[src/rtl/four_bitcounter_pkg.sv]
// Purpose: shared width, terminal-count constant and count type for four_bitcounter.
// Latency: n/a (declarations only).
// Backpressure: n/a.
// Contents:
//   CNT_WIDTH - default count width in bits
//   CNT_MAX   - all-ones count at the default width (2^CNT_WIDTH - 1)
//   count_t   - CNT_WIDTH-bit count value
package four_bitcounter_pkg;

  localparam int unsigned CNT_WIDTH = 4;
  localparam int unsigned CNT_MAX   = (1 << CNT_WIDTH) - 1;

  typedef logic [CNT_WIDTH-1:0] count_t;

endpackage : four_bitcounter_pkg

[src/rtl/four_bitcounter_incr.sv]
// Purpose: combinational WIDTH-bit +1 incrementer with all-ones detect.
// Latency: purely combinational, zero cycles.
// Backpressure: none; output follows input continuously.
// Ports:
//   val_i      [WIDTH-1:0]  current count value
//   next_o     [WIDTH-1:0]  val_i + 1, carry out dropped so all-ones wraps to zero
//   all_ones_o              high while val_i is 2^WIDTH - 1
module counter_incr
  import four_bitcounter_pkg::*;
#(
  parameter int unsigned WIDTH = CNT_WIDTH
) (
  input  logic [WIDTH-1:0] val_i,
  output logic [WIDTH-1:0] next_o,
  output logic             all_ones_o
);

  // Sum is kept at WIDTH bits on purpose: the discarded carry is the wrap.
  assign next_o     = val_i + WIDTH'(1);
  assign all_ones_o = &val_i;

endmodule : counter_incr

[src/rtl/four_bitcounter.sv]
// Purpose: free-running WIDTH-bit binary up-counter with terminal-count flag.
// Latency: q advances one step per rising clk edge; tc is a same-cycle decode of q.
// Backpressure: none; counts every edge while rst is low, no stall, enable or load.
// Ports:
//   clk         rising-edge clock
//   rst         asynchronous active-high reset, clears q (and wrap_pulse) at once
//   q           [WIDTH-1:0] current count, straight from the state register
//   tc          high while q == 2^WIDTH - 1
//   wrap_pulse  (only with COUNTER_WRAP_PULSE_EN defined) one-cycle registered
//               pulse during the cycle after q steps from all-ones to zero
module four_bitcounter
  import four_bitcounter_pkg::*;
#(
  parameter int unsigned WIDTH = CNT_WIDTH
) (
  input  logic             clk,
  input  logic             rst,
  output logic [WIDTH-1:0] q,
  output logic             tc
`ifdef COUNTER_WRAP_PULSE_EN
  ,
  output logic             wrap_pulse
`endif
);

  logic [WIDTH-1:0] cnt_q;
  logic [WIDTH-1:0] cnt_d;
  logic             at_max;

  counter_incr #(
    .WIDTH (WIDTH)
  ) u_incr (
    .val_i      (cnt_q),
    .next_o     (cnt_d),
    .all_ones_o (at_max)
  );

  // Reset wins over any coincident clock edge, so release on an edge
  // leaves q at zero and counting begins on the following edge.
  always_ff @(posedge clk or posedge rst) begin
    if (rst) begin
      cnt_q <= '0;
    end else begin
      cnt_q <= cnt_d;
    end
  end

  assign q  = cnt_q;
  assign tc = at_max;

`ifdef COUNTER_WRAP_PULSE_EN
  logic wrap_q;
  logic wrap_d;

  // Sampling at_max on the same edge that takes q from all-ones to zero
  // makes the pulse coincide with the first zero cycle. A reset-driven
  // return to zero clears this register too, so it never pulses.
  assign wrap_d = at_max;

  always_ff @(posedge clk or posedge rst) begin
    if (rst) begin
      wrap_q <= 1'b0;
    end else begin
      wrap_q <= wrap_d;
    end
  end

  assign wrap_pulse = wrap_q;
`endif

endmodule : four_bitcounter

[config.mk]
export PLATFORM = sky130hd
export DESIGN_NAME = four_bitcounter
export DESIGN_NICKNAME = d
export VERILOG_FILES = /design/src/rtl/four_bitcounter_pkg.sv /design/src/rtl/four_bitcounter_incr.sv /design/src/rtl/four_bitcounter.sv
export SDC_FILE = /design/constraint.sdc
export NUM_CORES = 1
export LEC_CHECK = 0
export ABC_AREA = 1
export CELL_PAD_IN_SITES_DETAIL_PLACEMENT = 1
export CELL_PAD_IN_SITES_GLOBAL_PLACEMENT = 1
export CORE_AREA = 2 2 39 41
export DETAILED_ROUTE_END_ITERATION = 12
export DIE_AREA = 0 0 41 43
export PLACE_DENSITY = 0.46
export SLEW_MARGIN = 20
export SYNTH_ARGS = -nofsm -noshare
export SYNTH_HDL_FRONTEND = slang
export SYNTH_SLANG_ARGS = --single-unit
[constraint.sdc]
create_clock -name clk -period 0.9 [get_ports clk]
set_clock_uncertainty 0.1 [all_clocks]
set_input_delay 0.18 -clock clk [delete_from_list [all_inputs] [get_ports clk]]
set_output_delay 0.18 -clock clk [all_outputs]
set_load 0.02 [all_outputs]
### Word-level counts from Yosys, hierarchy flattened

Cells that the tools add are included.

* bits in writable memories: 0
* memory bits (read-only): 0
* latch bits: 0
* register bits after elaboration: 4
* memories kept: 0
* input bits: 2

* bitwise operators: 0
* add/subtract/negate cells: 1
* shifts and indexed selects: 0
* $mul: 0
* mux-type cells: 0
* div/mod/pow operators: 0
* eq/ne operators: 0
* $lt $le $gt $ge: 0
* reduce and logical (&&, ||, !) cells: 1

Operators with widths (number)
* $add A4 B1 Y4 const B: 1
* $reduce_and A4 Y1: 1

### Depth between registers and ports, before layout

Gate-level depths: netlist of run 1.

* word-level depth: 1
* mapped depth: 3

### Modules after synthesis

From an unflattened synthesis of run 1, not the netlist that was laid out.

* cell total of the unflattened synthesis: 15
* area total of the unflattened synthesis: 158.9 um^2

Modules (own cells, without submodules)
* four_bitcounter: cells an instance 5, seq. area each 100.1 um^2, instances 1, area each 103.8 um^2
* counter_incr: cells an instance 10, seq. area each 0.0 um^2, instances 1, area each 55.1 um^2

### Least setup slack after synthesis of run 1

OpenSTA, ideal clock, no wires.

* path kind: register to output
* start point: register cnt_q[0], in the netlist q[0]
* end point: output tc
* stages on the path, launching flop included: 4
* arrival: 1049 ps
* path buffers: 0
* slack: -429 ps
* cells stage by stage: dfrtp_1 -> ha_1 -> nand2_1 -> nor2_1

* word-level cells in the longest chain between the ends: 1

Ends and longest elaborated chain
* start, declared: line four_bitcounter.sv:26 `logic [WIDTH-1:0] cnt_q;`
* start signal, assigned: line four_bitcounter.sv:44 `cnt_q <= cnt_d;`
* $reduce_and A4 Y1: line four_bitcounter_incr.sv:20 `assign all_ones_o = &val_i;`
* end, declared: line four_bitcounter.sv:19 `output logic tc`

No other way between the ends.

### Worst setup path after layout of run 1

Same ends and word-level chain as after synthesis.

==> impl_results.md, run 1 <==
* Syn Area/Cell at 10.59 sq um
* Maximum vdd drop at 407.4 uV
* Status: finished with violations
* CTS clock-pin slew for the worst setup and hold paths at 0.05 ns
* Warnings from Yosys at 0
* Final Non-Filler Cells at 51
* Largest net degree at the start of global routing at 5
* Post-DR wirelength/cell at 10.39 um
* ANT cells at 0
* Die height at 43 um
* Post-synthesis net count at 18
* Grt ovf at 0
* FILL cells at 162
* Pre-CTS WS at -0.6401 ns
* Worst-margin pin slew at 0.1898 ns
* Final min period at 1.327 ns
* Routed Antenna Nets at 0
* GP Congestion at 0.6744
* Final-report setup violation count at 8
* FMAX at 753.3 MHz
* Routed WL at 530 um
* Max-Slew Margin vs Limit at 87.33%
* Core Region at 0.001384 sq mm
* Max FFs per register at 4
* Failing checks: negative setup slack
* Sequential cell area fraction in the yosys report at 62.99%
* Commonest cells after routing, fill and taps aside: buf_6, buf_4, clkbuf_4, dfrtp_2
* Post-synth cell types at 8
* Util after Layout at 28.39%
* Worst setup SP type: flop
* Synth-to-layout area growth at 147.2%
* Input/output buffers at 6
* Root Buffer Master: clkbuf_4
* Post-Synthesis Cell Area at 158.9 sq um
* P_leak at 0.2090 nW
* Final period utilization at 147.5%
* Global-route wire length before repair at 924 um
* I/O pin total at 7
* Final hold vios at 0
* Pwr per Cell Area at 1146 mW/mm^2
* WP data arrival at 1.05 ns
* CP Capture Type: output pin
* Slew Viols, Final at 0
* Post-route setup slack at -0.4274 ns
* Setup Crit Path Kind: flop to output pin
* Vias in the first global route at 196
* Hold_ws at 0.03171 ns
* Chip width at 41 um
* Max FO, Critical Path at 2
* Crit path required time at 0.62 ns
* Cell count after placement at 43
* CTS sink count at 4
* All-layer global routing usage at 8.753%
* Commonest non-fill, non-tap cell in the layout: buf_6
* Max_cap viols at 0
* TritonCTS Buffers at 3
* DR pass1 iterations at 2
* # nets final at 39
* Hold buffers post-CTS at 0
* Detailed placement HPWL at 334.7 um
* Synth Register Bits at 4
* Clock latency at the later pin of the worst-skew pair at 0.24 ns
* Vias/cell at 3.431
* Cell row count at 14
* RSZ-0062 raised after global routing: true
* CTS H-tree lvls at 1
* DR DRC count at 0
* CTS tree: done
* Worst Hold Class: primary input to asynchronous set/reset pin
* Die area at 0.001763 sq mm
* Initial antenna violation count at 0
* Cells after Synth at 15
* Starting Density at 11.48%
* Clock Path Buffers at 2
* Ratio of cells with drive above 1 in the final layout at 71.43%
* Iteration-0 DRC Markers at 2
* Vias at 175
==> critical path, cell delays in order (launching register included) <==
cell and delay [ns]:
dfrtp_2 0.42, ha_4 0.18, nand2_4 0.06, nor2_4 0.03, buf_6 0.12
==> layout make-up <==
type	count	area [sq um]	area share, %
repair buffers	16	156.4	39.81
flip-flops and latches	4	103.9	26.43
multi-input cells	8	75.07	19.11
clock buffers	4	26.28	6.688
well taps	16	20.02	5.096
inverters	3	11.26	2.866
==> kinds of logic (layout without fill, tap and decap cells) <==
group	Yosys count	count (layout)	synth area share (%)
adder cells (fa/ha/maj)	1	1	7.873
XOR/XNOR	1	1	5.513
flip-flops	4	4	62.99
AND/OR/NAND/NOR	6	6	16.53
buffers and inverters	3	23	7.086
==> repair_timing <==
action,4_1_cts,5_1_grt
endpoints found under the hold margin,0,0
buffers inserted,2,3
pin swaps,3,2
gates resized for setup,31,6
setup endpoints to repair,7,8
==> synth_stat cells <==
cell type,instances,share of area (%)
inv_1,3,7.1
xor2_1,1,5.5
nand3_1,1,3.1
nor2_1,1,2.4
ha_1,1,7.9
nand4_1,1,3.9
dfrtp_1,4,63
nand2_1,3,7.1
==> final timing paths <==
kind,from,to,slack [ns],cells after the start
worst max-delay path,q[0],tc,-0.43,4
worst max register to register,q[0],q[2],-0.27,4
worst min register to register,q[1],q[1],0.43,1
min in group clk,q[1],q[1],0.43,1
max in group asynchronous,rst,q[0],0.48,2
worst min-delay path,rst,q[1],0.03,2
==> where the power goes <==
group | internal [mW] | switching (mW)
clock | 0.168 | 0.0935
sequential | 0.180 | 0
combinational | 0.00405 | 0.00450
total | 0.352 | 0.0980
==> metrics by stage <==
stage               cell area (sq um)  setup TNS, ns  power, mW
floorplan                       185.2        -0.3242     0.1860
global placement                310.3         -2.548     0.1911
detailed placement              310.3         -2.599     0.1918
CTS                             362.8         -2.278     0.4631
global route                    392.9         -2.642     0.4801
finish                          392.9         -2.349     0.4501
==> metal layers <==
metal / track usage [%] / part of all wire [%] / vias up
met2: 10.31 / 46 / 7
li1: - / - / 87
met1: 10.68 / 43 / 79
met3: 4.712 / 9.4 / 2
met4: 8.000 / 1.1 / 0
met5: 0 / 0 / -
Power figures use the tool's default switching activity.
==> run 2: changes to the inputs <==
- DONT_BUFFER_PORTS: unset -> 1
- PLACE_DENSITY: 0.46 -> 0.36
- REMOVE_ABC_BUFFERS: unset -> 1
==> run 2 against run 1 <==
Compared with the run above: clock power down 13%; the run still ends with negative setup slack left; core utilization fell by 5.9 points; design area shrank 21%; sequential share of layout area is 5.7 points higher; hold slack better by 0.13 ns.
==> impl_results.md, run 2 (same netlist as run 1, synthesis figures left out) <==
* Largest stage delay, worst path at 0.35 ns
* Vias at 163
* Seq pwr share at 43.4%
* Failing checks: negative setup slack
* Routed WL at 435 um
* Final period utilization at 149.9%
* FMAX at 741.4 MHz
* Final instance area at 311.5 sq um
* Max FO, Critical Path at 2
* Vias in the first global route at 148
* Placed cell areas at 231.5 sq um
* Cell count after placement at 38
* Input/output buffers at 0
* Global-route wire length before repair at 607 um
* Largest net degree at the start of global routing at 5
* RSZ-0062 raised after global routing: true
* Iteration-0 DRC Markers at 2
* Crit path required time at 0.62 ns
* Die area at 0.001763 sq mm
* Max-Slew Margin vs Limit at 88.52%
* Cell row count at 14
* Worst setup SP type: flop
* Clock power frac at 54.8%
* Fin Setup TNS at -1.600 ns
* CTS sink count at 4
* CTS tree: done
* Chip width at 41 um
* Setup Crit Path Kind: flop to output pin
* Commonest non-fill, non-tap cell in the layout: buf_4
* Max FFs per register at 4
* # nets final at 35
* Slew Viols, Final at 0
* Clock latency at the later pin of the worst-skew pair at 0.24 ns
* Grt ovf at 0
* Starting Density at 11.48%
* DR DRC count at 0
* Worst Hold Class: primary input to asynchronous set/reset pin
* TritonCTS Buffers at 3
* Commonest cells after routing, fill and taps aside: buf_4, buf_6, dfrtp_1
* Routed Antenna Nets at 0
* Pwr per Cell Area at 1337 mW/mm^2
* Maximum vdd drop at 631.0 uV
* Final Non-Filler Cells at 46
* Die height at 43 um
* P_leak at 0.1695 nW
* Detailed placement HPWL at 287.7 um
* Final min period at 1.349 ns
* Max_cap viols at 0
* Initial antenna violation count at 0
* Crit-path slowest cell: dfrtp_1
* Sw Ratio at 19.96%
* CP Capture Type: output pin
* NetSw at 83.15 uW
* Vias/cell at 3.543
* ANT cells at 0
* FILL cells at 164
* Final-report setup violation count at 7
* Ratio of cells with drive above 1 in the final layout at 50.00%
* CTS clock-pin slew for the worst setup and hold paths at 0.04 ns
* Synth-to-layout area growth at 96.06%
* I/O pin total at 7
* Status: finished with violations
* Combinational cell fraction of total power at 1.8%
* Post-DR wirelength/cell at 9.457 um
* Clock Path Buffers at 2
* All-layer global routing usage at 6.149%
* Core Region at 0.001384 sq mm
* Final hold vios at 0
* Root Buffer Master: clkbuf_4
* Post-route setup slack at -0.4487 ns
* GP Congestion at 0.6742
* CTS H-tree lvls at 1
* Worst-margin pin slew at 0.1720 ns
* WP data arrival at 1.07 ns
* Internal power at 333.5 uW
* Cells along the critical path: ha_2 -> nand2_1 -> nor2_1 -> buf_4
* Hold_ws at 0.1641 ns
* DR pass1 iterations at 4
==> run 2: through the flow <==
step	worst slack, ns	utilization [%]	power [mW]
2_1_floorplan	-0.4293	-	0.1861
3_3_place_gp	-0.2273	16.73	0.1870
3_5_place_dp	-0.2217	16.73	0.1876
4_1_cts	-0.4310	21.70	0.4282
5_1_grt	-0.5164	22.51	0.4365
6_report	-0.4487	22.51	0.4166
==> run 2: layout make-up <==
type	count	area (sq um)	area share, %
flip-flops and latches	4	100.1	32.13
repair buffers	12	107.6	34.54
clock buffers	3	22.52	7.229
multi-input cells	8	50.05	16.06
inverters	3	11.26	3.614
well taps	16	20.02	6.426
==> run 2: worst paths after layout <==
| check | slack, ns | from | depth (start not counted) | end |
|---|---|---|---|---|
| setup / recovery | -0.45 | q[1] | 4 | tc |
| hold / removal | 0.16 | rst | 2 | q[2] |
| setup reg to reg | -0.24 | q[0] | 4 | q[2] |
| hold reg to reg | 0.43 | q[1] | 1 | q[1] |
| max in group asynchronous | 0.37 | rst | 2 | q[1] |
| min in group clk | 0.43 | q[1] | 1 | q[1] |
==> run 2: worst max-delay path: cells and delay by family, from the launching register on <==
kind | cells | cell delay (ns)
DFF | 1 | 0.35
and+or+nand+nor | 2 | 0.14
adders and majority gates | 1 | 0.19
buffers and inverters | 1 | 0.15
==> run 2: what timing repair did <==
action	in CTS	in global routing
pin swaps	2	1
hold buffers	1	0
setup endpoints to repair	7	7
endpoints found under the hold margin	4	0
resized for setup	4	1
setup buffers	3	1
==> run 2: power groups by stage <==
stage	registers (mW)	clock network, mW	logic [mW]
floorplan	0.183	0	0.00300
global placement	0.183	0	0.00389
detailed placement	0.183	0	0.00445
CTS	0.181	0.240	0.00773
global route	0.181	0.247	0.00877
finish	0.181	0.228	0.00731
==> run 2: layer usage <==
metal  GRT usage, %  share of wire (%)  vias to the layer above
met5              0                  0                        -
met4          6.000                3.2                        0
met3          7.330                 16                        2
met2          5.625                 42                       12
met1          6.515                 39                       72
li1               -                  -                       77
==> run 3: changes to the inputs <==
- clock period: 0.9 -> 1.35 ns (I/O delays scaled with it)
==> run 3 against run 2 <==
Compared with the run above: core utilization is 2.8 points lower; design area shrank 12%; the run still ends with negative setup slack left; routed wire length shrank 20%; critical path type unchanged; largest power group unchanged; sequential power down 33%.
==> impl_results.md, run 3 (same netlist as run 1, synthesis figures left out) <==
* Final period utilization at 104.7%
* Fin Setup TNS at -0.06410 ns
* FMAX at 707.2 MHz
* Starting Density at 11.48%
* Pwr per Cell Area at 990.9 mW/mm^2
* Synth-to-layout area growth at 71.65%
* DR DRC count at 0
* Ratio of cells with drive above 1 in the final layout at 48.00%
* Die height at 43 um
* GP Congestion at 0.6514
* Vias at 139
* P_leak at 0.1426 nW
* Input/output buffers at 0
* Largest net degree at the start of global routing at 5
* DR pass1 iterations at 4
* Setup slack, reg-to-reg at 0.31 ns
* Final-report setup violation count at 1
* Util after Layout at 19.71%
* Cell row count at 14
* Vias in the first global route at 149
* Max FO, Critical Path at 2
* Maximum vdd drop at 407.1 uV
* Hold_ws at 0.2613 ns
* Failing checks: negative setup slack
* Final hold vios at 0
* Slew Viols, Final at 0
* Worst R2R Path Depth at 3
* Crit path required time at 0.98 ns
* Routed Antenna Nets at 0
* Setup Crit Path Kind: flop to output pin
* Final min period at 1.414 ns
* Iteration-0 DRC Markers at 2
* FILL cells at 158
* CTS sink count at 4
* Core Region at 0.001384 sq mm
* Clock Path Buffers at 2
* Max FFs per register at 4
* Initial antenna violation count at 0
* Global-route wire length before repair at 655 um
* RSZ-0062 raised after global routing: true
* Max_cap viols at 0
* TritonCTS Buffers at 3
* Final Non-Filler Cells at 41
* Cells along the critical path: ha_2 -> nand2_2 -> nor2_4 -> buf_6
* Commonest cells after routing, fill and taps aside: buf_4, dfrtp_1, inv_1, clkbuf_4, nand2_1
* Clock latency at the later pin of the worst-skew pair at 0.23 ns
* I/O pin total at 7
* Detailed placement HPWL at 256.3 um
* Cell count after placement at 36
* CTS tree: done
* Commonest non-fill, non-tap cell in the layout: buf_4
* Status: finished with violations
* Worst-margin pin slew at 0.1596 ns
* Pre-CTS WS at 0.1403 ns
* ANT cells at 0
* CP Capture Type: output pin
* Chip width at 41 um
* Worst Hold Class: primary input to asynchronous set/reset pin
* Max-Slew Margin vs Limit at 89.35%
* Crit-path slowest cell: dfrtp_1
* CTS H-tree lvls at 1
* Grt ovf at 0
* Routed WL at 346 um
* # nets final at 30
* Largest stage delay, worst path at 0.34 ns
* Worst setup SP type: flop
* WP data arrival at 1.04 ns
* Post-DR wirelength/cell at 8.439 um
* CTS clock-pin slew for the worst setup and hold paths at 0.04 ns
* Post-route setup slack at -0.06410 ns
* Vias/cell at 3.390
* All-layer global routing usage at 6.250%
* Reg2reg start: q[0]
* Root Buffer Master: clkbuf_4
* Die area at 0.001763 sq mm
* Reg2reg end: q[2]
==> run 3: cell count changes in the layout (fill, tap and decap cells not counted), sizes merged <==
cell	before	now
buf	11	6
==> run 3: metal layers <==
metal / global-route usage, % / share of wire (%)
met2: 6.250 / 37
met4: 4.000 / 0
met5: 0 / 0
met3: 7.330 / 19
met1: 7.166 / 43
==> run 3: area by class of cell <==
class                           instances  area, sq um  area share (%)
Sequential cell                         4        100.1           36.70
Tap cell                               16        20.02           7.339
Clock buffer                            3        22.52           8.257
Inverter                                3        11.26           4.128
Timing Repair Buffer                    7        58.81           21.56
Multi-Input combinational cell          8        60.06           22.02
==> run 3: stage by stage <==
stage               total power [mW]  area (sq um)
floorplan                     0.1241         158.9
global placement              0.1245         216.5
detailed placement            0.1249         216.5
CTS                           0.2798         259.0
global route                  0.2858         272.8
finish                        0.2703         272.8
==> run 3: worst max-delay path by stage <==
stage          slack (ns)  start  cells past startpoint  endpoint
2_1_floorplan       -0.07   q[0]                      3        tc
5_1_grt             -0.15   q[1]                      4        tc
4_1_cts             -0.08   q[1]                      4        tc
3_5_place_dp         0.14   q[0]                      4        tc
6_report            -0.06   q[1]                      4        tc
3_3_place_gp         0.14   q[0]                      4        tc
==> run 3: power breakdown <==
part           switching [mW]  leakage, nW  internal (mW)
sequential                  0       0.0518          0.121
clock                  0.0458       0.0138         0.0992
combinational         0.00260       0.0770        0.00213
total                  0.0484        0.143          0.222
==> run 3: repair_timing <==
action / 4_1_cts / 5_1_grt
pin swaps: 1 / 3
cloned: 0 / 0
resized for setup: 1 / 4
endpoints found under the setup margin: 1 / 1
setup buffers: 1 / 0
hold buffers: 1 / 0
hold endpoints to repair: 4 / 0
==> run 3: worst max-delay path: cells and delay by family (launching register included) <==
kind	cells	cell delay [ns]
and+or+nand+nor	2	0.16
DFF	1	0.34
adders and majority gates	1	0.20
buffers and inverters	1	0.11
